==> config.mk <==
export PLATFORM = sky130hd
export DESIGN_NAME = fft_bfly_addsub_seq
export DESIGN_NICKNAME = d
export VERILOG_FILES = /design/src/rtl/fft_fpu_pkg.sv /design/src/rtl/fft_bfly_addsub_seq.sv
export SDC_FILE = /design/constraint.sdc
export NUM_CORES = 1
export LEC_CHECK = 0
export ABC_AREA = 0
export CORE_MARGIN = 2
export CORE_UTILIZATION = 44
export DETAILED_ROUTE_END_ITERATION = 10
export GPL_TIMING_DRIVEN = 0
export PLACE_DENSITY = 0.8
export SYNTH_ARGS = -nofsm -noshare
export SYNTH_HDL_FRONTEND = slang
export SYNTH_SLANG_ARGS = --single-unit
==> constraint.sdc <==
create_clock -name i_clk -period 6.4 [get_ports i_clk]
set_input_delay 1.92 -clock i_clk [delete_from_list [all_inputs] [get_ports i_clk]]
set_output_delay 1.92 -clock i_clk [all_outputs]
set_load 0.05 [all_outputs]
==> src/rtl/fft_fpu_pkg.sv <==
// Shared types and constants for the FP32 butterfly add/sub sequencer.
// Holds the state/phase encodings, op codes and the per-state FPU operand mux.
package fft_fpu_pkg;

  typedef enum logic [2:0] {
    IDLE = 3'd0,
    OP0  = 3'd1,
    OP1  = 3'd2,
    OP2  = 3'd3,
    OP3  = 3'd4,
    DONE = 3'd5
  } bfly_state_e;

  typedef enum logic {
    ISSUE   = 1'b0,
    CAPTURE = 1'b1
  } bfly_phase_e;

  localparam logic        OP_ADD    = 1'b0;
  localparam logic        OP_SUB    = 1'b1;
  localparam logic [31:0] FP32_ZERO = 32'h0000_0000;
  localparam logic [31:0] FP32_INF  = 32'h7F80_0000;

  typedef struct packed {
    logic        op;
    logic [31:0] a;
    logic [31:0] b;
  } fpu_req_t;

  // Operand/op request the shared FPU sees in a given state; idle states drive zero.
  function automatic fpu_req_t fpu_req(input bfly_state_e st,
                                       input logic [31:0] a_re, input logic [31:0] a_im,
                                       input logic [31:0] b_re, input logic [31:0] b_im);
    fpu_req_t r;
    r = '{op: OP_ADD, a: FP32_ZERO, b: FP32_ZERO};
    case (st)
      OP0:     r = '{op: OP_ADD, a: a_re, b: b_re};
      OP1:     r = '{op: OP_ADD, a: a_im, b: b_im};
      OP2:     r = '{op: OP_SUB, a: a_re, b: b_re};
      OP3:     r = '{op: OP_SUB, a: a_im, b: b_im};
      default: ;
    endcase
    return r;
  endfunction

endpackage

==> src/rtl/fft_bfly_addsub_seq.sv <==
// Radix-2 butterfly y0 = a + b, y1 = a - b, time-multiplexed over one external FP32 add/sub.
// Define FFT_BFLY_FPU_RES_REG_EN to register the FPU request (two cycles per op: ISSUE, CAPTURE).
module fft_bfly_addsub_seq
  import fft_fpu_pkg::*;
#(
  parameter int NUM_OP = 1,
  parameter int DATA_W = 32
) (
  input  logic              i_clk,
  input  logic              i_rst,
  input  logic              i_valid,
  output logic              o_ready,
  input  logic [DATA_W-1:0] i_32_a_re,
  input  logic [DATA_W-1:0] i_32_a_im,
  input  logic [DATA_W-1:0] i_32_b_re,
  input  logic [DATA_W-1:0] i_32_b_im,
  output logic [NUM_OP-1:0] o_fpu_add_sub,
  output logic [DATA_W-1:0] o_fpu_32_a,
  output logic [DATA_W-1:0] o_fpu_32_b,
  input  logic [DATA_W-1:0] i_fpu_32_s,
  output logic              o_valid,
  input  logic              i_ready,
  output logic [DATA_W-1:0] o_32_y0_re,
  output logic [DATA_W-1:0] o_32_y0_im,
  output logic [DATA_W-1:0] o_32_y1_re,
  output logic [DATA_W-1:0] o_32_y1_im,
  output logic              o_busy
);

  bfly_state_e       state, state_nxt;
  logic [DATA_W-1:0] a_re, a_im, b_re, b_im;
  logic              accept;
  logic              op_done;
  fpu_req_t          fpu;

  assign o_ready = (state == IDLE) | ((state == DONE) & i_ready);
  assign accept  = i_valid & o_ready;
  assign o_valid = (state == DONE);
  assign o_busy  = (state != IDLE);

`ifdef FFT_BFLY_FPU_RES_REG_EN
  bfly_phase_e phase, phase_nxt;

  assign op_done = (phase == CAPTURE);
`else
  assign op_done = 1'b1;
`endif

  always_comb begin
    state_nxt = state;
    case (state)
      IDLE:    if (accept) state_nxt = OP0;
      OP0:     if (op_done) state_nxt = OP1;
      OP1:     if (op_done) state_nxt = OP2;
      OP2:     if (op_done) state_nxt = OP3;
      OP3:     if (op_done) state_nxt = DONE;
      DONE:    if (i_ready) state_nxt = i_valid ? OP0 : IDLE;
      default: state_nxt = IDLE;
    endcase
  end

  always_ff @(posedge i_clk) begin
    if (i_rst) state <= IDLE;
    else       state <= state_nxt;
  end

  // Operands are held by upstream until accepted; no reset needed on data.
  always_ff @(posedge i_clk) begin
    if (accept) begin
      a_re <= i_32_a_re;
      a_im <= i_32_a_im;
      b_re <= i_32_b_re;
      b_im <= i_32_b_im;
    end
  end

`ifdef FFT_BFLY_FPU_RES_REG_EN
  always_comb begin
    phase_nxt = ISSUE;
    if ((state_nxt == state) && (state != IDLE) && (state != DONE))
      phase_nxt = (phase == ISSUE) ? CAPTURE : ISSUE;
  end

  always_ff @(posedge i_clk) begin
    if (i_rst) phase <= ISSUE;
    else       phase <= phase_nxt;
  end

  // Request for the upcoming state is registered so it is stable across ISSUE and CAPTURE.
  always_ff @(posedge i_clk) begin
    if (i_rst) fpu <= '0;
    else       fpu <= fpu_req(state_nxt,
                              accept ? i_32_a_re : a_re, accept ? i_32_a_im : a_im,
                              accept ? i_32_b_re : b_re, accept ? i_32_b_im : b_im);
  end
`else
  assign fpu = fpu_req(state, a_re, a_im, b_re, b_im);
`endif

  assign o_fpu_add_sub = NUM_OP'(fpu.op);
  assign o_fpu_32_a    = fpu.a;
  assign o_fpu_32_b    = fpu.b;

  // Result capture at the end of each op's final cycle
  always_ff @(posedge i_clk) begin
    if (i_rst) begin
      o_32_y0_re <= '0;
      o_32_y0_im <= '0;
      o_32_y1_re <= '0;
      o_32_y1_im <= '0;
    end else if (op_done) begin
      case (state)
        OP0:     o_32_y0_re <= i_fpu_32_s;
        OP1:     o_32_y0_im <= i_fpu_32_s;
        OP2:     o_32_y1_re <= i_fpu_32_s;
        OP3:     o_32_y1_im <= i_fpu_32_s;
        default: ;
      endcase
    end
  end

endmodule

# Word level (Yosys, flattened, before mapping)
# Cells that the tools add are included.
[classes]
n_eq_ne = 7
n_mux = 5
bitwise = 3
reduce_logical = 3
[op_table]
columns = ["cell", "n"]
rows = [
  ["$pmux W65 S4", 1],
  ["$pmux W3 S6", 1],
  ["$eq A3 B2 Y1 const B", 2],
  ["$eq A3 B3 Y1 const B", 2],
  ["$mux W3", 2],
  ["$eq A3 B1 Y1 const B", 1],
  ["$logic_not A3 Y1", 1],
  ["$reduce_bool A3 Y1", 1],
  ["$and A1 B1 Y1", 2],
  ["$ne A2 B1 Y1 const B", 1],
  ["$ne A2 B2 Y1 const B", 1],
  ["$reduce_and A2 Y1", 1],
  ["$mux W1", 1],
  ["$or A1 B1 Y1", 1],
]
[word_totals]
regBits = 259
output_inout_bits = 196
word_cells = 27

# Longest topological paths before layout
# Gate-level depths: netlist (run 1).
[logic_depth]
depth_word = 6
mapped_depth = 6
depth_no_buf = 3

# Worst setup path after synthesis (run 1)
# Ideal clock, no wire load.
[synth_path]
kind = "input to register"
from = "input i_ready"
to = "register a_im[0], enable pin"
setup_ns = 0.501
arrival_ns = 5.793
required_ns = 5.899
slack_ns = 0.106
path_stages = 3
path_cell_list = "nand2_1 -> o21ai_1 -> and2_1"
[synth_via]
elab_chain_len = 3
[synth_rtl]
columns = ["element", "line_no", "source"]
rows = [
  ["start, declared", "fft_bfly_addsub_seq.sv:22", "input logic i_ready,"],
  ["$and A1 B1 Y1", "fft_bfly_addsub_seq.sv:36", "assign o_ready = (state == IDLE) | ((state == DONE) & i_ready);"],
  ["$or A1 B1 Y1", "fft_bfly_addsub_seq.sv:36", ""],
  ["net o_ready", "fft_bfly_addsub_seq.sv:12", "output logic o_ready,"],
  ["$and A1 B1 Y1", "fft_bfly_addsub_seq.sv:37", "assign accept = i_valid & o_ready;"],
  ["net accept", "fft_bfly_addsub_seq.sv:32", "logic accept;"],
  ["end signal, assigned", "fft_bfly_addsub_seq.sv:71", "a_im <= i_32_a_im;"],
  ["end, declared", "fft_bfly_addsub_seq.sv:31", "logic [DATA_W-1:0] a_re, a_im, b_re, b_im;"],
]
# The timed path passes the listed nets, and every way through them passes these cells.
# A chain may end at the register's enable or synchronous reset.

# Worst setup path in the final report (run 1)
[layout_path]
from = "input i_ready"
to = "output o_ready"
[layout_via]
elab_chain_len = 2
[layout_rtl]
columns = ["element", "line_no"]
rows = [
  ["$and A1 B1 Y1", "fft_bfly_addsub_seq.sv:36"],
  ["$or A1 B1 Y1", "fft_bfly_addsub_seq.sv:36"],
  ["end, declared", "fft_bfly_addsub_seq.sv:12"],
]
# No other way between the ends.

==> qor.txt, run 1 <==
Mapped Area -> 9700 um2
Die Y -> 152 um
Hold Path Class -> reg2reg
Worst setup SP type -> input pin
Dpl ws -> 902 ps
Share of post-route cells with drive strength above 1 -> 0.0723
Sequential Power Share -> 0.415
Reg2Reg Depth -> 5
Largest net degree at the start of global routing -> 74
Hold_buf cts -> 0
Unrepaired setup endpoints after global routing -> false
Detail Route Antenna Nets -> 0
Max clock buf depth -> 3
Power per cell area -> 327 nW/um2
Worst Tran Pin Value -> 951 ps
FF-to-FF setup slack -> 3830 ps
Final hold vios -> 0
Synth top area cells -> edfxtp_1, dfxtp_1, nand2_1
Critical Path RT -> 4480 ps
Setup Buffers After CTS -> 0
Critical Path Sink -> o_ready
Clock sinks -> 259
Final wirelength -> 30600 um
Die Area -> 23200 um2
Syn Area/Cell -> 10.4 um2
# rows -> 54
Worst Setup SP -> i_ready
Vias in the first global route -> 8452
Clk Latency, worst-skew pair -> 540 ps
Synth top area share -> 0.396
Largest area contributor in the netlist -> edfxtp_1
Cell variety after synth -> 26
Sw Ratio -> 0.322
NetSw -> 1.53 mW
Top-count cell post-synth -> nand2_1
Global-route wire length before repair -> 46500 um
Comb power frac -> 0.261
Chip width -> 152 um
Clk pwr share -> 0.324
Routability congestion estimate -> 0.853
GRT Total Usage -> 0.253
Leak -> 5.19 nW
Top post-synthesis cells by count -> nand2_1, dfxtp_1, a21oi_1
Internal -> 3.23 mW
Placed cell area -> 13700 um2
Crit end category -> output pin
Layout filler cell count -> 1630
WL per Instance -> 18.9 um
DRC Markers -> 0
Initial antenna violation count -> 1
Status -> finished clean
Crit path arrival time -> 3550 ps
Core box area -> 21800 um2
PostCTS Resize Cnt -> 0
CTS tree -> yes
Asr flop ratio synth -> 0
Achievable clock frequency -> 183 MHz
Final setup viols -> 0
CTS buffer count -> 28
Num ports -> 360
Mapped Cells -> 934
Via/cell ratio -> 5.24
Clock transition at path regs -> 60 ps
Syn Nets -> 1098
Synthesis-stage register bit count -> 259
PortBufs -> 358
Total gr overflow -> 0
Slew Viols, Final -> 0
Final cell area excluding filler cells -> 14500 um2
Root buffer cell -> clkbuf_16
Worst vdd ir -> 0.240 mV
Nets -> 1487
Detailed placer's ending HPWL -> 22700 um
Final setup margin -> 930 ps
CP Max Fanout -> 3
Iter 0 DRT Violations -> 477
Router iterations before antenna repair -> 5
Relative slew slack -> 0.366
Max cap viols -> 0
Synth Flop Type -> dfxtp_1
Worst r2r dst -> b_im[29]$_DFFE_PP_
Initial core utilization -> 0.446
Fin crit period -> 5470 ps
Synth Warn # -> 0
Post-synthesis sequential area ratio -> 0.667
Final period util -> 0.855
Total vias in the final route -> 8509
Crit path kind -> in2out
Clk_skew -> 8.36 ps
Post-synth EDFFs -> 128
# H-tree levels -> 1
Launching point of the worst reg2reg path -> state[2]$_SDFFE_PP0P_
Area Growth Syn to Fin -> 50.0%
-- metal layers --
layer	GRT usage	part of all wire	up-vias
met1	0.284	0.36	3983
met2	0.451	0.51	417
met3	0.0731	0.093	81
met5	0	0.00039	-
li1	-	-	4026
met4	0.108	0.042	2
-- metrics by stage --
| stage | hold slack [ps] | instances | setup TNS [ps] | util | total power [mW] |
|---|---|---|---|---|---|
| after floorplan | 618 | 934 | 0 | - | 2.76 |
| after global placement | 441 | 1572 | -77710 | 0.627 | 3.24 |
| after detailed placement | 446 | 1573 | 0 | 0.628 | 3.25 |
| after CTS | 455 | 1622 | 0 | 0.668 | 4.79 |
| after global routing | 472 | 1622 | 0 | 0.668 | 4.92 |
| final | 451 | 1623 | 0 | 0.669 | 4.76 |
-- state kept, by name, indices dropped and copies added (netlist names) --
register,cells
o_32_y0_im,32
b_re,32
b_im,32
o_32_y1_im,32
o_32_y1_re,32
a_im,32
o_32_y0_re,32
a_re,32
state,3
-- cell type report --
cell class | count | area, um2 | share of cell area
Antenna cell | 1 | 2.50 | 0.000172
Buffer | 73 | 400 | 0.0275
Clock buffer | 33 | 751 | 0.0516
Clock inverter | 16 | 129 | 0.00886
Inverter | 1 | 3.75 | 0.000258
Multi-Input combinational cell | 601 | 2830 | 0.195
Sequential cell | 259 | 6470 | 0.445
Tap cell | 280 | 350 | 0.0241
Timing Repair Buffer | 359 | 3610 | 0.248
-- worst min-delay path by stage --
stage          slack [ps]  cells past startpoint                     endpoint                         from
6_report              450                      2  o_32_y1_im[19]$_SDFFE_PP0N_  o_32_y1_im[19]$_SDFFE_PP0N_
5_1_grt               470                      2  o_32_y0_re[30]$_SDFFE_PP0N_  o_32_y0_re[30]$_SDFFE_PP0N_
4_1_cts               450                      2  o_32_y0_im[19]$_SDFFE_PP0N_  o_32_y0_im[19]$_SDFFE_PP0N_
3_5_place_dp          450                      2  o_32_y0_im[19]$_SDFFE_PP0N_  o_32_y0_im[19]$_SDFFE_PP0N_
3_3_place_gp          440                      2  o_32_y0_im[31]$_SDFFE_PP0N_  o_32_y0_im[31]$_SDFFE_PP0N_
2_1_floorplan         620                      2        state[1]$_SDFFE_PP0P_        state[2]$_SDFFE_PP0P_
-- cell usage in the layout, fill, tap and decap left out --
cell type	netlist	routed
nor3_1	2	2
edfxtp_1	128	128
and2_4	0	1
dfxtp_1	131	131
o31a_1	1	1
nand2b_1	2	2
bufinv_16	0	2
nor2_1	3	3
a32oi_1	64	64
buf_4	2	2
nor2_2	1	1
clkbuf_16	0	29
or3_1	1	1
nor3b_4	2	2
xnor2_1	1	1
or3b_1	1	1
a21oi_1	129	129
diode_2	0	1
and3b_1	1	1
clkdlybuf4s50_1	0	358
nand3b_1	1	1
buf_16	0	1
clkinv_2	0	9
or3b_2	2	2
nor2b_1	1	1
clkinv_1	0	4
clkinv_4	0	1
clkbuf_1	26	29
nor3b_2	1	1
o21ai_1	1	1
buf_6	10	10
buf_2	35	35
nand2_1	386	386
inv_1	1	1
clkbuf_8	0	1
-- worst max-delay path, cell delays in order --
cell,delay (ps)
clkdlybuf4s50_1,450
nand2_1,90
o21ai_1,190
clkdlybuf4s50_1,900
-- power by group through the flow --
| stage | logic [mW] | clock network (mW) | registers, mW |
|---|---|---|---|
| detailed placement | 1.24 | 0 | 2.01 |
| global route | 1.30 | 1.63 | 1.99 |
| global placement | 1.22 | 0 | 2.02 |
| finish | 1.24 | 1.55 | 1.97 |
| CTS | 1.25 | 1.56 | 1.97 |
| floorplan | 0.592 | 0 | 2.16 |
-- cell families after synthesis --
family | share of synthesized area
buffers and inverters | 0.0417
AND/OR/NAND/NOR | 0.165
XOR/XNOR | 0.000903
AO/OA/AOI/OAI | 0.126
flip-flops | 0.667
Power figures use the tool's default switching activity.
==> inputs of run 2 (changes only) <==
--- a/config.mk
+++ b/config.mk
@@ -7,10 +7,10 @@
 export LEC_CHECK = 0
 export ABC_AREA = 0
 export CORE_MARGIN = 2
-export CORE_UTILIZATION = 44
+export CORE_UTILIZATION = 38
 export DETAILED_ROUTE_END_ITERATION = 10
 export GPL_TIMING_DRIVEN = 0
-export PLACE_DENSITY = 0.8
+export PLACE_DENSITY = 0.77
 export SYNTH_ARGS = -nofsm -noshare
 export SYNTH_HDL_FRONTEND = slang
 export SYNTH_SLANG_ARGS = --single-unit
==> constraint.sdc (replaced) <==
create_clock -name i_clk -period 6.7 [get_ports i_clk]
set_input_delay 2.01 -clock i_clk [delete_from_list [all_inputs] [get_ports i_clk]]
set_output_delay 2.01 -clock i_clk [all_outputs]
set_load 0.05 [all_outputs]
==> run 2 against run 1 <==
  * Register-to-register slack better by 580 ps
  * First-iteration DRC count up 14%
  * Setup slack better by 170 ps
  * Via count shrank 2.0%
  * Clock skew shrank 2.1 ps
  * Hold slack better by 1.4 ps
  * Sequential share of layout area shrank 0.23 points
==> qor.txt, run 2 (same netlist as run 1, synthesis figures left out) <==
Die Area -> 26800 um2 (was 23200 um2)
WL per Instance -> 18.2 um (was 18.9 um)
Vias in the first global route -> 8298 (was 8452)
Share of post-route cells with drive strength above 1 -> 0.0716 (was 0.0723)
Router iterations before antenna repair -> 6 (was 5)
Final hold vios -> 0 (unchanged)
PortBufs -> 358 (unchanged)
Area Growth Syn to Fin -> 50.7% (was 50.0%)
Worst setup SP type -> input pin (unchanged)
CTS buffer count -> 27 (was 28)
CTS tree -> yes (unchanged)
ANT cells -> 0 (was 1)
Clock sinks -> 259 (unchanged)
Clk Latency, worst-skew pair -> 520 ps (was 540 ps)
Final setup viols -> 0 (unchanged)
Commonest non-fill, non-tap cells in the layout -> nand2_1, clkdlybuf4s50_1, dfxtp_1, a21oi_1, edfxtp_1 (unchanged)
Hold_ws -> 453 ps (was 451 ps)
Placed cell area -> 13800 um2 (was 13700 um2)
Dpl ws -> 1100 ps (was 902 ps)
Total power -> 4.53 mW (was 4.76 mW)
PostCTS Resize Cnt -> 0 (unchanged)
Setup Buffers After CTS -> 0 (unchanged)
Num ports -> 360 (unchanged)
Total gr overflow -> 0 (unchanged)
Commonest non-fill, non-tap cell in the layout -> nand2_1 (unchanged)
Die Y -> 164 um (was 152 um)
Power per cell area -> 310 nW/um2 (was 327 nW/um2)
GRT Total Usage -> 0.219 (was 0.253)
Leak -> 5.19 nW (about the same)
Final setup TNS -> 0 ps (unchanged)
Achievable clock frequency -> 179 MHz
Worst Tran Pin Value -> 689 ps (was 951 ps)
Via/cell ratio -> 4.99 (was 5.24)
Initial core utilization -> 0.386 (was 0.446)
# H-tree levels -> 1 (unchanged)
Crit end category -> output pin (unchanged)
Global-route wire length before repair -> 45500 um (was 46500 um)
Relative slew slack -> 0.539 (was 0.366)
Worst vdd ir -> 0.244 mV (was 0.240 mV)
Final period util -> 0.836
Clock transition at path regs -> 60 ps (about the same)
Final wirelength -> 30400 um (was 30600 um)
CP Max Fanout -> 3 (unchanged)
Final cell area excluding filler cells -> 14600 um2 (was 14500 um2)
Critical Path RT -> 4690 ps (was 4480 ps)
Total vias in the final route -> 8343 (was 8509)
Hold_buf cts -> 0 (unchanged)
Root buffer cell -> clkbuf_16 (unchanged)
Largest net degree at the start of global routing -> 72 (was 74)
Slew Viols, Final -> 0 (unchanged)
Fin crit period -> 5600 ps
# rows -> 58 (was 54)
Routability congestion estimate -> 0.830 (was 0.853)
Detailed placer's ending HPWL -> 22500 um (was 22700 um)
Detail Route Antenna Nets -> 0 (unchanged)
Clk_skew -> 6.23 ps (was 8.36 ps)
Unrepaired setup endpoints after global routing -> false (unchanged)
Status -> finished clean (unchanged)
Crit path arrival time -> 3590 ps (was 3550 ps)
Hold Path Class -> reg2reg (unchanged)
Max clock buf depth -> 3 (unchanged)
Initial antenna violation count -> 0 (was 1)
Layout filler cell count -> 2065 (was 1630)
Iter 0 DRT Violations -> 542 (was 477)
Nets -> 1487 (unchanged)
Chip width -> 164 um (was 152 um)
DRC Markers -> 0 (unchanged)
Hold path cells -> 2 (unchanged)
Core box area -> 25100 um2 (was 21800 um2)
Reg2Reg Depth -> 6 (was 5)
Max cap viols -> 0 (unchanged)
Final setup margin -> 1100 ps (was 930 ps)
Crit path kind -> in2out (unchanged)
-- run 2: metrics by stage --
stage / cells / util
after floorplan: 934 / -
after global placement: 1622 / 0.545
after detailed placement: 1624 / 0.548
after CTS: 1671 / 0.582
after global routing: 1671 / 0.582
final: 1671 / 0.582
-- run 2: layout make-up --
class | instances | area (um2) | share of cell area
repair buffers | 360 | 3640 | 0.249
well taps | 330 | 413 | 0.0282
plain buffers | 73 | 400 | 0.0274
inverters | 1 | 3.75 | 0.000257
flip-flops and latches | 259 | 6470 | 0.442
clock buffers | 46 | 837 | 0.0573
clock inverters | 1 | 30.0 | 0.00205
multi-input cells | 601 | 2830 | 0.194
-- run 2: report_power, final --
group	internal [mW]	leakage, nW	switching [mW]	total (mW)
clock network	0.879	0.432	0.582	1.46
registers	1.82	2.28	0.0597	1.88
logic	0.399	2.48	0.792	1.19
-- run 2: path summary, 6_finish.rpt --
kind / startpoint / slack (ps) / endpoint
setup reg to reg: state[2]$_SDFFE_PP0P_ / 4410 / b_re[9]$_DFFE_PP_
hold / removal: o_32_y1_re[19]$_SDFFE_PP0N_ / 450 / o_32_y1_re[19]$_SDFFE_PP0N_
hold reg to reg: o_32_y1_re[19]$_SDFFE_PP0N_ / 450 / o_32_y1_re[19]$_SDFFE_PP0N_
setup / recovery: i_ready / 1100 / o_ready
-- run 2: worst max-delay path, cell delays in order --
cell and delay, ps:
clkdlybuf4s50_1 460, nand2_1 80, o21ai_1 160, clkdlybuf4s50_1 870
-- run 2: metal layers --
layer | wire length (um) | vias up | share of wire | track usage
met3 | 2590 | 69 | 0.085 | 0.0573
met1 | 11600 | 3912 | 0.38 | 0.258
met5 | 0 | - | 0 | 0
met4 | 1110 | 0 | 0.036 | 0.0805
li1 | - | 4021 | - | -
met2 | 15200 | 341 | 0.50 | 0.385
==> inputs of run 3 (changes only) <==
==> constraint.sdc (replaced) <==
create_clock -name i_clk -period 5.5 [get_ports i_clk]
set_input_delay 1.65 -clock i_clk [delete_from_list [all_inputs] [get_ports i_clk]]
set_output_delay 1.65 -clock i_clk [all_outputs]
set_load 0.05 [all_outputs]
==> run 3 against run 2 <==
  * Core utilization down 0.24 points
  * Count of clock-buffer cells in the layout down 10
  * Die area unchanged
  * Final cell count about the same
  * Critical path depth unchanged
  * Largest cell class unchanged
  * Largest power group unchanged
==> qor.txt, run 3 (same netlist as run 1, synthesis figures left out) <==
Share of post-route cells with drive strength above 1 -> 0.0715 (was 0.0716)
Total gr overflow -> 0 (unchanged)
Initial antenna violation count -> 0 (unchanged)
Setup Buffers After CTS -> 0 (unchanged)
CTS tree -> yes (unchanged)
ANT cells -> 0 (unchanged)
CP peak stage delay -> 870 ps (about the same)
Placed cell area -> 13700 um2 (was 13800 um2)
Leak -> 5.15 nW (was 5.19 nW)
CP Max Fanout -> 3 (unchanged)
Vias in the first global route -> 8383 (was 8298)
Initial core utilization -> 0.386 (unchanged)
Final hold vios -> 0 (unchanged)
Max cap viols -> 0 (unchanged)
Chip width -> 164 um (unchanged)
Total power -> 5.46 mW (was 4.53 mW)
Final cell area excluding filler cells -> 14600 um2 (about the same)
Worst setup SP type -> input pin (unchanged)
Die Area -> 26800 um2 (unchanged)
Commonest non-fill, non-tap cells in the layout -> nand2_1, clkdlybuf4s50_1, dfxtp_1, a21oi_1, edfxtp_1 (unchanged)
Worst vdd ir -> 0.289 mV (was 0.244 mV)
PostCTS Resize Cnt -> 0 (unchanged)
Commonest non-fill, non-tap cell in the layout -> nand2_1 (unchanged)
Clock sinks -> 259 (unchanged)
Power per cell area -> 375 nW/um2 (was 310 nW/um2)
Final wirelength -> 30300 um (was 30400 um)
CP max stage cell -> clkdlybuf4s50_1 (unchanged)
Clock transition at path regs -> 60 ps (about the same)
WL per Instance -> 18.1 um (was 18.2 um)
Via/cell ratio -> 5.02 (was 4.99)
Root buffer cell -> clkbuf_16 (unchanged)
Cell repeated most along the worst path -> clkdlybuf4s50_1 (unchanged)
Global-route wire length before repair -> 45100 um (was 45500 um)
# rows -> 58 (unchanged)
Cell Count, Final, Fillers Out -> 1672 (was 1671)
Dpl cells -> 1623 (was 1624)
Total vias in the final route -> 8386 (was 8343)
Worst Tran Pin Value -> 814 ps (was 689 ps)
Detailed placer's ending HPWL -> 22500 um (about the same)
Crit path arrival time -> 3220 ps (was 3590 ps)
Critical path buffers and inverters -> 2 (unchanged)
Num ports -> 360 (unchanged)
Final setup viols -> 0 (unchanged)
Final period util -> 0.886
Iter 0 DRT Violations -> 476 (was 542)
Layout filler cell count -> 2103 (was 2065)
Area Growth Syn to Fin -> 50.1% (was 50.7%)
Router iterations before antenna repair -> 7 (was 6)
Hold_buf cts -> 0 (unchanged)
Clk_skew -> 12.4 ps (was 6.23 ps)
Hold_ws -> 452 ps (was 453 ps)
Status -> finished clean (unchanged)
GRT Total Usage -> 0.217 (was 0.219)
Slew Viols, Final -> 0 (unchanged)
Hold Path Class -> reg2reg (unchanged)
Routability congestion estimate -> 0.865 (was 0.830)
Critical Path RT -> 3850 ps (was 4690 ps)
Max clock buf depth -> 3 (unchanged)
CP cell instances -> clkdlybuf4s50_1 -> nand2_1 -> o21ai_1 -> clkdlybuf4s50_1 (unchanged)
Crit path kind -> in2out (unchanged)
Achievable clock frequency -> 205 MHz
Relative slew slack -> 0.457 (was 0.539)
Unrepaired setup endpoints after global routing -> false (unchanged)
# H-tree levels -> 1 (unchanged)
Die Y -> 164 um (unchanged)
DRC Markers -> 0 (unchanged)
Crit end category -> output pin (unchanged)
CTS buffer count -> 27 (unchanged)
Detail Route Antenna Nets -> 0 (unchanged)
PortBufs -> 358 (unchanged)
Fin crit period -> 4870 ps
Multi-input combinational cell area -> 2830 um2 (unchanged)
Clk Latency, worst-skew pair -> 530 ps (was 520 ps)
Final setup TNS -> 0 ps (unchanged)
FF/Latch Area -> 6470 um2 (unchanged)
Delay-heaviest family, CP -> buffers and inverters (unchanged)
Core box area -> 25100 um2 (unchanged)
Nets -> 1486 (was 1487)
Largest net degree at the start of global routing -> 68 (was 72)
[run 3: layout make-up]
cell class	count	share of cell area
flip-flops and latches	259	0.444
clock buffers	36	0.0510
inverters	1	0.000258
multi-input cells	601	0.194
well taps	330	0.0284
clock inverters	13	0.00627
plain buffers	73	0.0275
repair buffers	359	0.248
[run 3: report_power, final]
group	leakage, nW	internal, mW	switching, mW
registers	2.28	2.22	0.0740
clock network	0.405	0.991	0.730
logic	2.46	0.479	0.963
[run 3: path summary, 6_finish.rpt]
| path | cells past startpoint | from | slack [ps] | end |
|---|---|---|---|---|
| max | 4 | i_ready | 630 | o_ready |
| min | 2 | o_32_y1_re[18]$_SDFFE_PP0N_ | 450 | o_32_y1_re[18]$_SDFFE_PP0N_ |
| max reg2reg | 5 | state[2]$_SDFFE_PP0P_ | 3000 | a_im[18]$_DFFE_PP_ |
| min reg2reg | 2 | o_32_y1_re[18]$_SDFFE_PP0N_ | 450 | o_32_y1_re[18]$_SDFFE_PP0N_ |
[run 3: stage by stage]
step | setup WS, ps | utilization
2_1_floorplan | 852 | -
3_3_place_gp | 614 | 0.545
6_report | 625 | 0.580
3_5_place_dp | 632 | 0.547
4_1_cts | 626 | 0.580
5_1_grt | 548 | 0.580
[run 3: worst register-to-register path, delay by kind of cell, from the launching register on]
family,cells,cell delay [ps]
compound gates,1,120
flops,1,340
buf+inv,2,580
simple gates,2,1090
[run 3: routing by layer]
layer | global-route usage | up-vias | wire, um
met5 | 0 | - | 0
met4 | 0.0809 | 0 | 1130
met3 | 0.0533 | 83 | 2420
met2 | 0.399 | 339 | 15400
met1 | 0.241 | 3950 | 11300
li1 | - | 4014 | -
